$ cat config.mk
export PLATFORM = sky130hd
export DESIGN_NAME = mem_loader_flat
export DESIGN_NICKNAME = d
export VERILOG_FILES = /design/src/rtl/mem_loader_pkg.sv /design/src/rtl/mem_loader_if.sv /design/src/rtl/mem_loader_byte_packer.sv /design/src/rtl/mem_loader.sv /design/src/flat_wrapper.sv
export SDC_FILE = /design/constraint.sdc
export NUM_CORES = 1
export LEC_CHECK = 0
export ABC_AREA = 0
export BUFFER_PORTS_ARGS = -buffer_cell sky130_fd_sc_hd__buf_2
export CORE_MARGIN = 3
export CORE_UTILIZATION = 39
export CTS_CLUSTER_DIAMETER = 150
export CTS_CLUSTER_SIZE = 25
export DETAILED_ROUTE_END_ITERATION = 8
export PLACE_DENSITY = 0.76
export SYNTH_ARGS = -nofsm -noshare
export SYNTH_HDL_FRONTEND = slang
export SYNTH_SLANG_ARGS = --single-unit
$ cat constraint.sdc
create_clock -name clk -period 3.1 [get_ports clk]
set_clock_uncertainty 0.05 [all_clocks]
set_input_delay 0.62 -clock clk [delete_from_list [all_inputs] [get_ports clk]]
set_output_delay 0.62 -clock clk [all_outputs]
set_load 0.02 [all_outputs]
$ cat src/rtl/mem_loader_pkg.sv
// Shared constants, state encodings and address helper for the mem_loader slice.
package mem_loader_pkg;

  localparam logic [2:0] S_IDLE    = 3'd0;
  localparam logic [2:0] S_COLLECT = 3'd1;
  localparam logic [2:0] S_WRITE   = 3'd2;
  localparam logic [2:0] S_CHECK   = 3'd3;
  localparam logic [2:0] S_DONE    = 3'd4;
  localparam logic [2:0] S_ERROR   = 3'd5;

  localparam int          BYTES_PER_WORD = 4;
  localparam logic [31:0] ADDR_STEP      = 32'd4;
  localparam logic [2:0]  SW_FUNCT3      = 3'b010;

  function automatic logic [31:0] word_addr(input logic [31:0] base, input logic [31:0] cnt);
    return base + cnt * ADDR_STEP;
  endfunction

endpackage

$ cat src/rtl/mem_loader_if.sv
// Byte-stream input, data-memory write port and status of the loader, as one bundle.
interface mem_loader_if #(parameter int CW = 7) ();

  logic          start;
  logic          in_valid;
  logic [7:0]    in_data;
  logic          in_ready;
  logic          cpu_reset;
  logic          Ext_MemWrite;
  logic [31:0]   Ext_DataAdr;
  logic [31:0]   Ext_WriteData;
  logic          busy;
  logic          done;
  logic          err;
  logic [CW-1:0] word_cnt;

  modport master (
    input  start, in_valid, in_data,
    output in_ready, cpu_reset, Ext_MemWrite, Ext_DataAdr, Ext_WriteData,
           busy, done, err, word_cnt
  );

  modport slave (
    output start, in_valid, in_data,
    input  in_ready, cpu_reset, Ext_MemWrite, Ext_DataAdr, Ext_WriteData,
           busy, done, err, word_cnt
  );

endinterface

$ cat src/rtl/mem_loader_byte_packer.sv
// Packs bytes little-endian into a 32-bit word; o_full flags the load that completes the word.
module mem_loader_byte_packer
  import mem_loader_pkg::*;
(
  input  logic        clk,
  input  logic        rst_n,
  input  logic        i_clear,
  input  logic        i_load,
  input  logic [7:0]  i_byte,
  output logic [31:0] o_word,
  output logic        o_full
);

  localparam int IW = $clog2(BYTES_PER_WORD);
  localparam logic [IW-1:0] LAST_IDX = IW'(BYTES_PER_WORD - 1);

  logic [IW-1:0] r_idx;
  logic [31:0]   r_word;

  always_ff @(posedge clk or negedge rst_n) begin
    if (!rst_n) begin
      r_idx  <= '0;
      r_word <= '0;
    end else if (i_clear) begin
      r_idx  <= '0;
    end else if (i_load) begin
      r_word[8*r_idx +: 8] <= i_byte;
      r_idx                <= r_idx + IW'(1);
    end
  end

  assign o_word = r_word;
  assign o_full = i_load && (r_idx == LAST_IDX);

endmodule

$ cat src/rtl/mem_loader.sv
// Streams bytes into sequential data-memory words while holding the CPU in reset.
// Optional trailer checksum is enabled with `define MEM_LOADER_CHECKSUM_EN.
module mem_loader
  import mem_loader_pkg::*;
#(
  parameter logic [31:0] BASE_ADDR  = 32'h0000_0000,
  parameter int          WORD_COUNT = 64
) (
  input  logic         clk,
  input  logic         reset,
  mem_loader_if.master bus
);

  localparam int CW = $clog2(WORD_COUNT + 1);
  localparam logic [CW-1:0] LAST_CNT = CW'(WORD_COUNT);

  logic [2:0]    r_state;
  logic [CW-1:0] r_word_cnt;
  logic [CW-1:0] w_cnt_nxt;
  logic          w_start_ok;
  logic          w_accept;
  logic          w_clear;
  logic          w_full;
  logic [31:0]   w_word;

  assign w_start_ok = bus.start &&
                      (r_state == S_IDLE || r_state == S_DONE || r_state == S_ERROR);
  assign w_accept   = bus.in_valid && bus.in_ready;
  assign w_clear    = w_start_ok || (r_state == S_WRITE);
  assign w_cnt_nxt  = r_word_cnt + CW'(1);

  mem_loader_byte_packer u_packer (
    .clk     (clk),
    .rst_n   (reset),
    .i_clear (w_clear),
    .i_load  (w_accept && (r_state == S_COLLECT)),
    .i_byte  (bus.in_data),
    .o_word  (w_word),
    .o_full  (w_full)
  );

`ifdef MEM_LOADER_CHECKSUM_EN
  logic [7:0] r_sum;
  logic [7:0] w_sum_nxt;

  assign w_sum_nxt = r_sum + bus.in_data;

  always_ff @(posedge clk or negedge reset) begin
    if (!reset) begin
      r_sum <= '0;
    end else if (w_start_ok) begin
      r_sum <= '0;
    end else if (w_accept && (r_state == S_COLLECT)) begin
      r_sum <= w_sum_nxt;
    end
  end

  assign bus.in_ready = (r_state == S_COLLECT) || (r_state == S_CHECK);
  assign bus.err      = (r_state == S_ERROR);
`else
  assign bus.in_ready = (r_state == S_COLLECT);
  assign bus.err      = 1'b0;
`endif

  always_ff @(posedge clk or negedge reset) begin
    if (!reset) begin
      r_state    <= S_IDLE;
      r_word_cnt <= '0;
    end else begin
      case (r_state)
        S_IDLE, S_DONE, S_ERROR: begin
          if (w_start_ok) begin
            r_word_cnt <= '0;
            r_state    <= S_COLLECT;
          end
        end
        S_COLLECT: begin
          if (w_full) r_state <= S_WRITE;
        end
        S_WRITE: begin
          r_word_cnt <= w_cnt_nxt;
          if (w_cnt_nxt == LAST_CNT) begin
`ifdef MEM_LOADER_CHECKSUM_EN
            r_state <= S_CHECK;
`else
            r_state <= S_DONE;
`endif
          end else begin
            r_state <= S_COLLECT;
          end
        end
`ifdef MEM_LOADER_CHECKSUM_EN
        // The trailer byte must bring the running sum of the whole load to zero.
        S_CHECK: begin
          if (w_accept) r_state <= (w_sum_nxt == 8'h00) ? S_DONE : S_ERROR;
        end
`endif
        default: r_state <= S_IDLE;
      endcase
    end
  end

  assign bus.cpu_reset     = (r_state != S_DONE);
  assign bus.Ext_MemWrite  = (r_state == S_WRITE);
  assign bus.Ext_DataAdr   = word_addr(BASE_ADDR, 32'(r_word_cnt));
  assign bus.Ext_WriteData = w_word;
  assign bus.busy          = (r_state == S_COLLECT) || (r_state == S_WRITE) ||
                             (r_state == S_CHECK);
  assign bus.done          = (r_state == S_DONE);
  assign bus.word_cnt      = r_word_cnt;

endmodule
$ cat src/flat_wrapper.sv
// flat-port wrapper written by rule: the top's interface ports become plain ports
module mem_loader_flat import mem_loader_pkg::*;
#(
  parameter logic [31:0] BASE_ADDR  = 32'h0000_0000,
  parameter int          WORD_COUNT = 64
)
  (clk, reset, bus_start, bus_in_valid, bus_in_data, bus_in_ready, bus_cpu_reset, bus_Ext_MemWrite, bus_Ext_DataAdr, bus_Ext_WriteData, bus_busy, bus_done, bus_err, bus_word_cnt);
  mem_loader_if bus_i ();
  input  logic clk;
  input  logic reset;
  input wire logic [$bits(bus_i.start)-1:0] bus_start;
  input wire logic [$bits(bus_i.in_valid)-1:0] bus_in_valid;
  input wire logic [$bits(bus_i.in_data)-1:0] bus_in_data;
  output wire logic [$bits(bus_i.in_ready)-1:0] bus_in_ready;
  output wire logic [$bits(bus_i.cpu_reset)-1:0] bus_cpu_reset;
  output wire logic [$bits(bus_i.Ext_MemWrite)-1:0] bus_Ext_MemWrite;
  output wire logic [$bits(bus_i.Ext_DataAdr)-1:0] bus_Ext_DataAdr;
  output wire logic [$bits(bus_i.Ext_WriteData)-1:0] bus_Ext_WriteData;
  output wire logic [$bits(bus_i.busy)-1:0] bus_busy;
  output wire logic [$bits(bus_i.done)-1:0] bus_done;
  output wire logic [$bits(bus_i.err)-1:0] bus_err;
  output wire logic [$bits(bus_i.word_cnt)-1:0] bus_word_cnt;
  assign bus_i.start = bus_start;
  assign bus_i.in_valid = bus_in_valid;
  assign bus_i.in_data = bus_in_data;
  assign bus_in_ready = bus_i.in_ready;
  assign bus_cpu_reset = bus_i.cpu_reset;
  assign bus_Ext_MemWrite = bus_i.Ext_MemWrite;
  assign bus_Ext_DataAdr = bus_i.Ext_DataAdr;
  assign bus_Ext_WriteData = bus_i.Ext_WriteData;
  assign bus_busy = bus_i.busy;
  assign bus_done = bus_i.done;
  assign bus_err = bus_i.err;
  assign bus_word_cnt = bus_i.word_cnt;
  mem_loader #(.BASE_ADDR(BASE_ADDR), .WORD_COUNT(WORD_COUNT)) u_core (.clk(clk), .reset(reset), .bus(bus_i));
endmodule
==> results of run 1 <==
==> cell usage in the layout (no fill, tap or decap), drive strengths merged, types with 6 or more instances in the layout <==
master,n
nand2,76
inv,15
ha,6
nor2,7
o21ai,31
dfrtp,44
clkbuf,7
mux2i,8
buf,62
conb,26
==> area by class of cell <==
cell class                      count  share of cell area, %
Clock buffer                        7                   2.89
Clock inverter                      1                  0.332
Inverter                           15                   2.32
Multi-Input combinational cell    183                   37.5
Sequential cell                    44                   41.7
Tap cell                           72                   3.42
Timing Repair Buffer               62                   11.8
==> state kept, by name (all words and copies together) (netlist names) <==
signal                  flops
u_core.bus.word_cnt         7
u_core.r_state              3
u_core.u_packer.o_word     32
u_core.u_packer.r_idx       2
==> final timing paths <==
path                                                         from                                endpoint  slack [ns]
hold reg to reg            u_core.u_packer.o_word[30]$_DFFE_PN0P_  u_core.u_packer.o_word[30]$_DFFE_PN0P_        0.43
setup / recovery                    u_core.r_state[1]$_DFFE_PN0P_                        bus_Ext_MemWrite        0.81
max in group asynchronous                                   reset  u_core.u_packer.o_word[31]$_DFFE_PN0P_        1.92
setup reg to reg             u_core.u_packer.r_idx[0]$_DFFE_PN0P_   u_core.u_packer.o_word[4]$_DFFE_PN0P_        1.20
hold / removal             u_core.u_packer.o_word[30]$_DFFE_PN0P_  u_core.u_packer.o_word[30]$_DFFE_PN0P_        0.43
min in group asynchronous                                   reset           u_core.r_state[0]$_DFFE_PN0P_        0.44
==> stage by stage <==
step                      setup WS, ns  utilization [%]  instances
after global placement            1.19             45.0        376
after detailed placement          1.14             45.0        376
final                            0.814             46.5        384
after floorplan                   1.37                -        280
after global routing             0.740             46.5        384
after CTS                        0.813             46.5        384
==> cell usage after synthesis, drive strengths merged, types with 2 or more instances <==
cell / count / area [µm²]
nand2: 76 / 293
dfrtp: 44 / 1100
buf: 38 / 289
o21ai: 31 / 155
inv: 15 / 61.3
mux2i: 8 / 80.1
nor2: 7 / 28.8
ha: 6 / 75.1
nand3: 3 / 15.0
nor3b: 3 / 37.5
xor2: 3 / 26.3
a22o: 2 / 17.5
nand2b: 2 / 12.5
o22ai: 2 / 25.0
==> cell families after synthesis <==
kind of cell	count (synthesis)
flip-flops	44
multiplexers	9
AO/OA/AOI/OAI	41
buffers and inverters	53
AND/OR/NAND/NOR	98
XOR/XNOR	3
other	1
adder cells (fa/ha/maj)	6
==> routing by layer <==
layer	track usage (%)	up-vias
met3	3.95	8
met2	24.7	65
met1	18.5	831
met5	0	-
li1	-	880
met4	4.82	0
==> power groups by stage <==
stage	Sequential (W)	Combinational [W]	Clock (W)
final	0.000949	0.00112	0.000351
after global routing	0.000984	0.00124	0.000391
after floorplan	0.00120	0.000562	0
after global placement	0.000955	0.00110	0
after CTS	0.000949	0.00114	0.000362
after detailed placement	0.000955	0.00114	0
==> worst max-delay path: cells and delay by family, from the launching register on <==
kind,cells,cell delay [ns]
buffers and inverters,2,0.31
flip-flops,1,0.46
AND/OR/NAND/NOR,1,0.56
==> results.py, run 1 <==
metrics = {
    "status": {
        "status": "complete, no violations",
    },
    "worst_setup_path": {
        "path_cells": "or3b_1 > inv_6 > buf_2",
        "critPathKind": "flop to output pin",
        "cp-end-kind": "output pin",
        "critPathLaunchType": "flop",
        "critPathArrivalTime_ns": 1.62,
        "cp_slowest_cell": "or3b_1",
        "required_ns": 2.43,
        "cp_max_fo": 8,
        "r2r_cells": 5,
        "critPathMaxStageDelay_ns": 0.56,
    },
    "die": {
        "core_mm2": 0.00568,
        "die-area_mm2": 0.00699,
        "ioPinCount": 89,
        "die_w_um": 83.6,
        "die_h_um": 83.6,
        "rows": 27,
        "initial_core_util_pct": 41.4,
    },
    "synthesis": {
        "synth_fa_ha_area_share_pct": 3.20,
        "synthCells": 255,
        "synth_seq_cells": 44,
        "synth.avg_cell_area_um2": 9.20,
        "synth-simple-area-share_pct": 18.9,
        "netlist_area_mm2": 0.00235,
        "async_reset_ff_share_pct": 100,
        "ys_types": 34,
        "ys.flop_type": "dfrtp_1",
        "yosys_warnings": 0,
        "muxShareOfSynthArea_pct": 3.89,
        "synth_top_family_by_area": "simple AND/OR/NAND/NOR gates",
        "synth_compound_area_share_pct": 10.9,
        "synth_edf_count": 0,
        "synth_xor_area_share_pct": 1.12,
        "seq_area_frac_synth_pct": 46.9,
    },
    "detailed_routing": {
        "wl_per_cell_um": 13.3,
        "met2_length_um": 2440,
        "wl_met1_um": 2290,
        "via_per_inst": 4.65,
        "drc": 0,
        "wl_um": 5120,
        "top_layer": "met4",
        "first_iter_violations": 128,
        "ant_nets": 0,
        "routed-wl-met3_um": 311,
        "via_count": 1784,
        "drt-pass1-iter-count": 4,
    },
    "final_layout": {
        "syn2layout_area_growth_pct": 12.4,
        "drive_gt1_share_pct": 27.2,
        "stdcell_area_mm2": 0.00264,
        "num_antenna_cells": 0,
        "layout.area.seq_mm2": 0.00110,
        "multi_input_area_um2": 990,
        "nets": 329,
        "nFillCells": 574,
    },
    "pwr": {
        "intPower_w": 0.00132,
        "p_clk_share_pct": 14.5,
        "finalPower_w": 0.00242,
        "p_per_area_mw_per_mm2": 919,
        "seqPwrFrac_pct": 39.2,
        "leakage_nw": 1.36,
        "swShare_pct": 45.7,
        "p_sw_w": 0.00111,
        "vdd_drop_max_mv": 0.491,
        "power_frac_comb_pct": 46.4,
    },
    "cts": {
        "cts_hold_buf": 0,
        "clk_pin_slew_ns": 0.08,
        "numClockSinks": 44,
        "htree_levels": 2,
        "cts-resized-gates": 0,
        "insertion_delay_ns": 0.29,
        "cts_buffer_depth": 2,
        "cts_inserted_buffers": 5,
        "clockRootBuffer": "clkbuf_8",
        "tritoncts": "yes",
        "cts.repair_timing.setup_buffer_count": 0,
    },
    "global_route": {
        "grt_pass1_vias": 1718,
        "antenna_found_initial": 0,
        "overflow": 0,
        "grt_usage_pct": 14.8,
        "grt_pass1_wl_um": 8440,
        "grt_max_degree": 45,
    },
    "timing": {
        "finalHoldViolCount": 0,
        "max_slew_margin_pct": 32.7,
        "fmax_mhz": 437,
        "slew_violations": 0,
        "setup_viol_count_final": 0,
        "whs_ns": 0.427,
        "fin_setup_tns_ns": 0,
        "rsz0062_at_grt": "false",
        "max_slew.worst_pin.slew_ns": 1.01,
        "min_period_ns": 2.29,
        "post-route-period-util_pct": 73.8,
    },
    "placed_design": {
        "gp_congestion": 0.841,
        "postPlaceCellArea_mm2": 0.00255,
        "hpwl_um": 3790,
        "io_buffers": 62,
    },
    "min_path": {
        "hold_depth": 2,
        "hold_path_class": "flop to flop",
    },
    "job": {
        "maxCapViolations": 0,
    },
}
(Power assumes the default switching activity.)
==> inputs of run 2 (changes only) <==
clock period = 2.3 ns   (was 3.1 ns; I/O delays follow)
==> results.py, run 2 (same netlist as run 1, synthesis figures left out) <==
metrics = {
    "detailed_routing": {
        "wl_per_cell_um": 12.8,
        "drc": 0,
        "via_per_inst": 4.61,
        "wl_um": 4940,
        "drt-pass1-iter-count": 4,
        "first_iter_violations": 100,
        "ant_nets": 0,
        "via_count": 1774,
    },
    "worst_setup_path": {
        "r2r_end": "u_core.u_packer.o_word[10]$_DFFE_PN0P_",
        "critPathMaxStageDelay_ns": 0.55,
        "r2r_cells": 5,
        "critPathKind": "flop to output pin",
        "critPathArrivalTime_ns": 1.60,
        "required_ns": 1.79,
        "critPathLaunchType": "flop",
        "cp_max_fo": 8,
        "r2r_start": "u_core.u_packer.r_idx[0]$_DFFE_PN0P_",
        "cp-end-kind": "output pin",
        "r2r_slack_ns": 0.35,
        "path_cells": "or3b_1 > inv_6 > buf_2",
        "cp_slowest_cell": "or3b_1",
    },
    "cts": {
        "cts_hold_buf": 0,
        "clockRootBuffer": "clkbuf_8",
        "tritoncts": "yes",
        "numClockSinks": 44,
        "cts.repair_timing.setup_buffer_count": 0,
        "clk_pin_slew_ns": 0.08,
        "htree_levels": 2,
        "cts_buffer_depth": 2,
        "cts_inserted_buffers": 5,
        "cts-resized-gates": 0,
        "insertion_delay_ns": 0.30,
    },
    "global_route": {
        "grt_pass1_wl_um": 8490,
        "grt-busiest-layer": "met2",
        "antenna_found_initial": 0,
        "grt_usage_pct": 14.9,
        "use_met3_pct": 4.44,
        "grt_max_degree": 45,
        "grt_pass1_vias": 1774,
        "overflow": 0,
        "met1_usage_pct": 19.3,
        "met2_usage_pct": 23.9,
    },
    "status": {
        "status": "complete, no violations",
    },
    "final_layout": {
        "multi_input_area_um2": 990,
        "mostFrequentLayoutCell": "nand2_1",
        "largest_register_ffs": 32,
        "nFillCells": 556,
        "layout_common_cells": "nand2_1 (73), buf_2 (62), dfrtp_1 (44)",
        "nets": 330,
        "layout.area.seq_mm2": 0.00110,
        "drive_gt1_share_pct": 28.1,
        "syn2layout_area_growth_pct": 13.2,
        "num_antenna_cells": 0,
    },
    "pwr": {
        "p_clk_share_pct": 15.3,
        "seqPwrFrac_pct": 38.9,
        "intPower_w": 0.00180,
        "p_per_area_mw_per_mm2": 1240,
        "swShare_pct": 45.2,
        "finalPower_w": 0.00329,
        "vdd_drop_max_mv": 0.465,
        "power_frac_comb_pct": 45.8,
        "leakage_nw": 1.37,
        "p_sw_w": 0.00149,
    },
    "die": {
        "die_w_um": 83.6,
        "die_h_um": 83.6,
        "initial_core_util_pct": 41.4,
        "die-area_mm2": 0.00699,
        "ioPinCount": 89,
        "core_mm2": 0.00568,
        "rows": 27,
    },
    "timing": {
        "slew_violations": 0,
        "max_slew.worst_pin.slew_ns": 0.548,
        "max_slew_margin_pct": 63.5,
        "setup_viol_count_final": 0,
        "post-route-period-util_pct": 91.5,
        "fin_setup_tns_ns": 0,
        "rsz0062_at_grt": "false",
        "min_period_ns": 2.11,
        "fmax_mhz": 475,
        "finalHoldViolCount": 0,
    },
    "placed_design": {
        "gp_congestion": 0.844,
        "hpwl_um": 3750,
        "io_buffers": 62,
    },
    "job": {
        "maxCapViolations": 0,
    },
    "min_path": {
        "hold_path_class": "input pin to async pin",
    },
}
[run 2: cell count changes in the layout (fill, tap and decap cells not counted), sizes merged]
| cell | before | now |
|---|---|---|
| clkbuf | 7 | 6 |
| buf | 62 | 63 |
| inv | 15 | 16 |
[run 2: per-stage QoR]
step	cells	utilization [%]	instance area [µm²]	setup slack (ns)	hold WS (ns)
after floorplan	280	-	2440	0.679	0.114
after global placement	377	45.1	2560	0.476	0.411
after detailed placement	377	45.1	2560	0.343	0.417
after CTS	385	46.8	2660	0.185	0.189
after global routing	385	46.8	2660	0.0738	0.214
final	385	46.8	2660	0.195	0.176
[run 2: power groups by stage]
stage,combinational (W),sequential (W),clock (W)
detailed placement,0.00153,0.00129,0
floorplan,0.000758,0.00161,0
finish,0.00151,0.00128,0.000503
global route,0.00169,0.00133,0.000556
CTS,0.00153,0.00128,0.000516
global placement,0.00149,0.00129,0
[run 2: worst max-delay path by stage]
stage	from	end	slack (ns)
global placement	u_core.u_packer.r_idx[0]$_DFFE_PN0P_	u_core.u_packer.o_word[9]$_DFFE_PN0P_	0.48
global route	u_core.r_state[1]$_DFFE_PN0P_	bus_Ext_MemWrite	0.07
floorplan	u_core.u_packer.r_idx[0]$_DFFE_PN0P_	u_core.u_packer.o_word[0]$_DFFE_PN0P_	0.68
detailed placement	u_core.u_packer.r_idx[0]$_DFFE_PN0P_	u_core.u_packer.o_word[10]$_DFFE_PN0P_	0.34
CTS	u_core.r_state[1]$_DFFE_PN0P_	bus_Ext_MemWrite	0.18
finish	u_core.r_state[1]$_DFFE_PN0P_	bus_Ext_MemWrite	0.19
[run 2: critical path, delay by kind of cell, from the launching register on]
kind | cells | cell delay (ns)
buffers and inverters | 2 | 0.29
and+or+nand+nor | 1 | 0.55
DFF | 1 | 0.46
[run 2: per-layer routing]
layer	share of wire, %	vias to the layer above	wire length, µm
met5	0	-	0
met4	1.2	0	61
met3	6.9	5	339
met2	48	64	2380
met1	44	825	2160
li1	-	880	-
[run 2: final cells by class]
type / instances / share of cell area, %
Clock buffer: 6 / 3.11
Sequential cell: 44 / 41.5
Tap cell: 72 / 3.39
Clock inverter: 2 / 0.518
Multi-Input combinational cell: 183 / 37.3
Timing Repair Buffer: 63 / 12.0
Inverter: 15 / 2.31
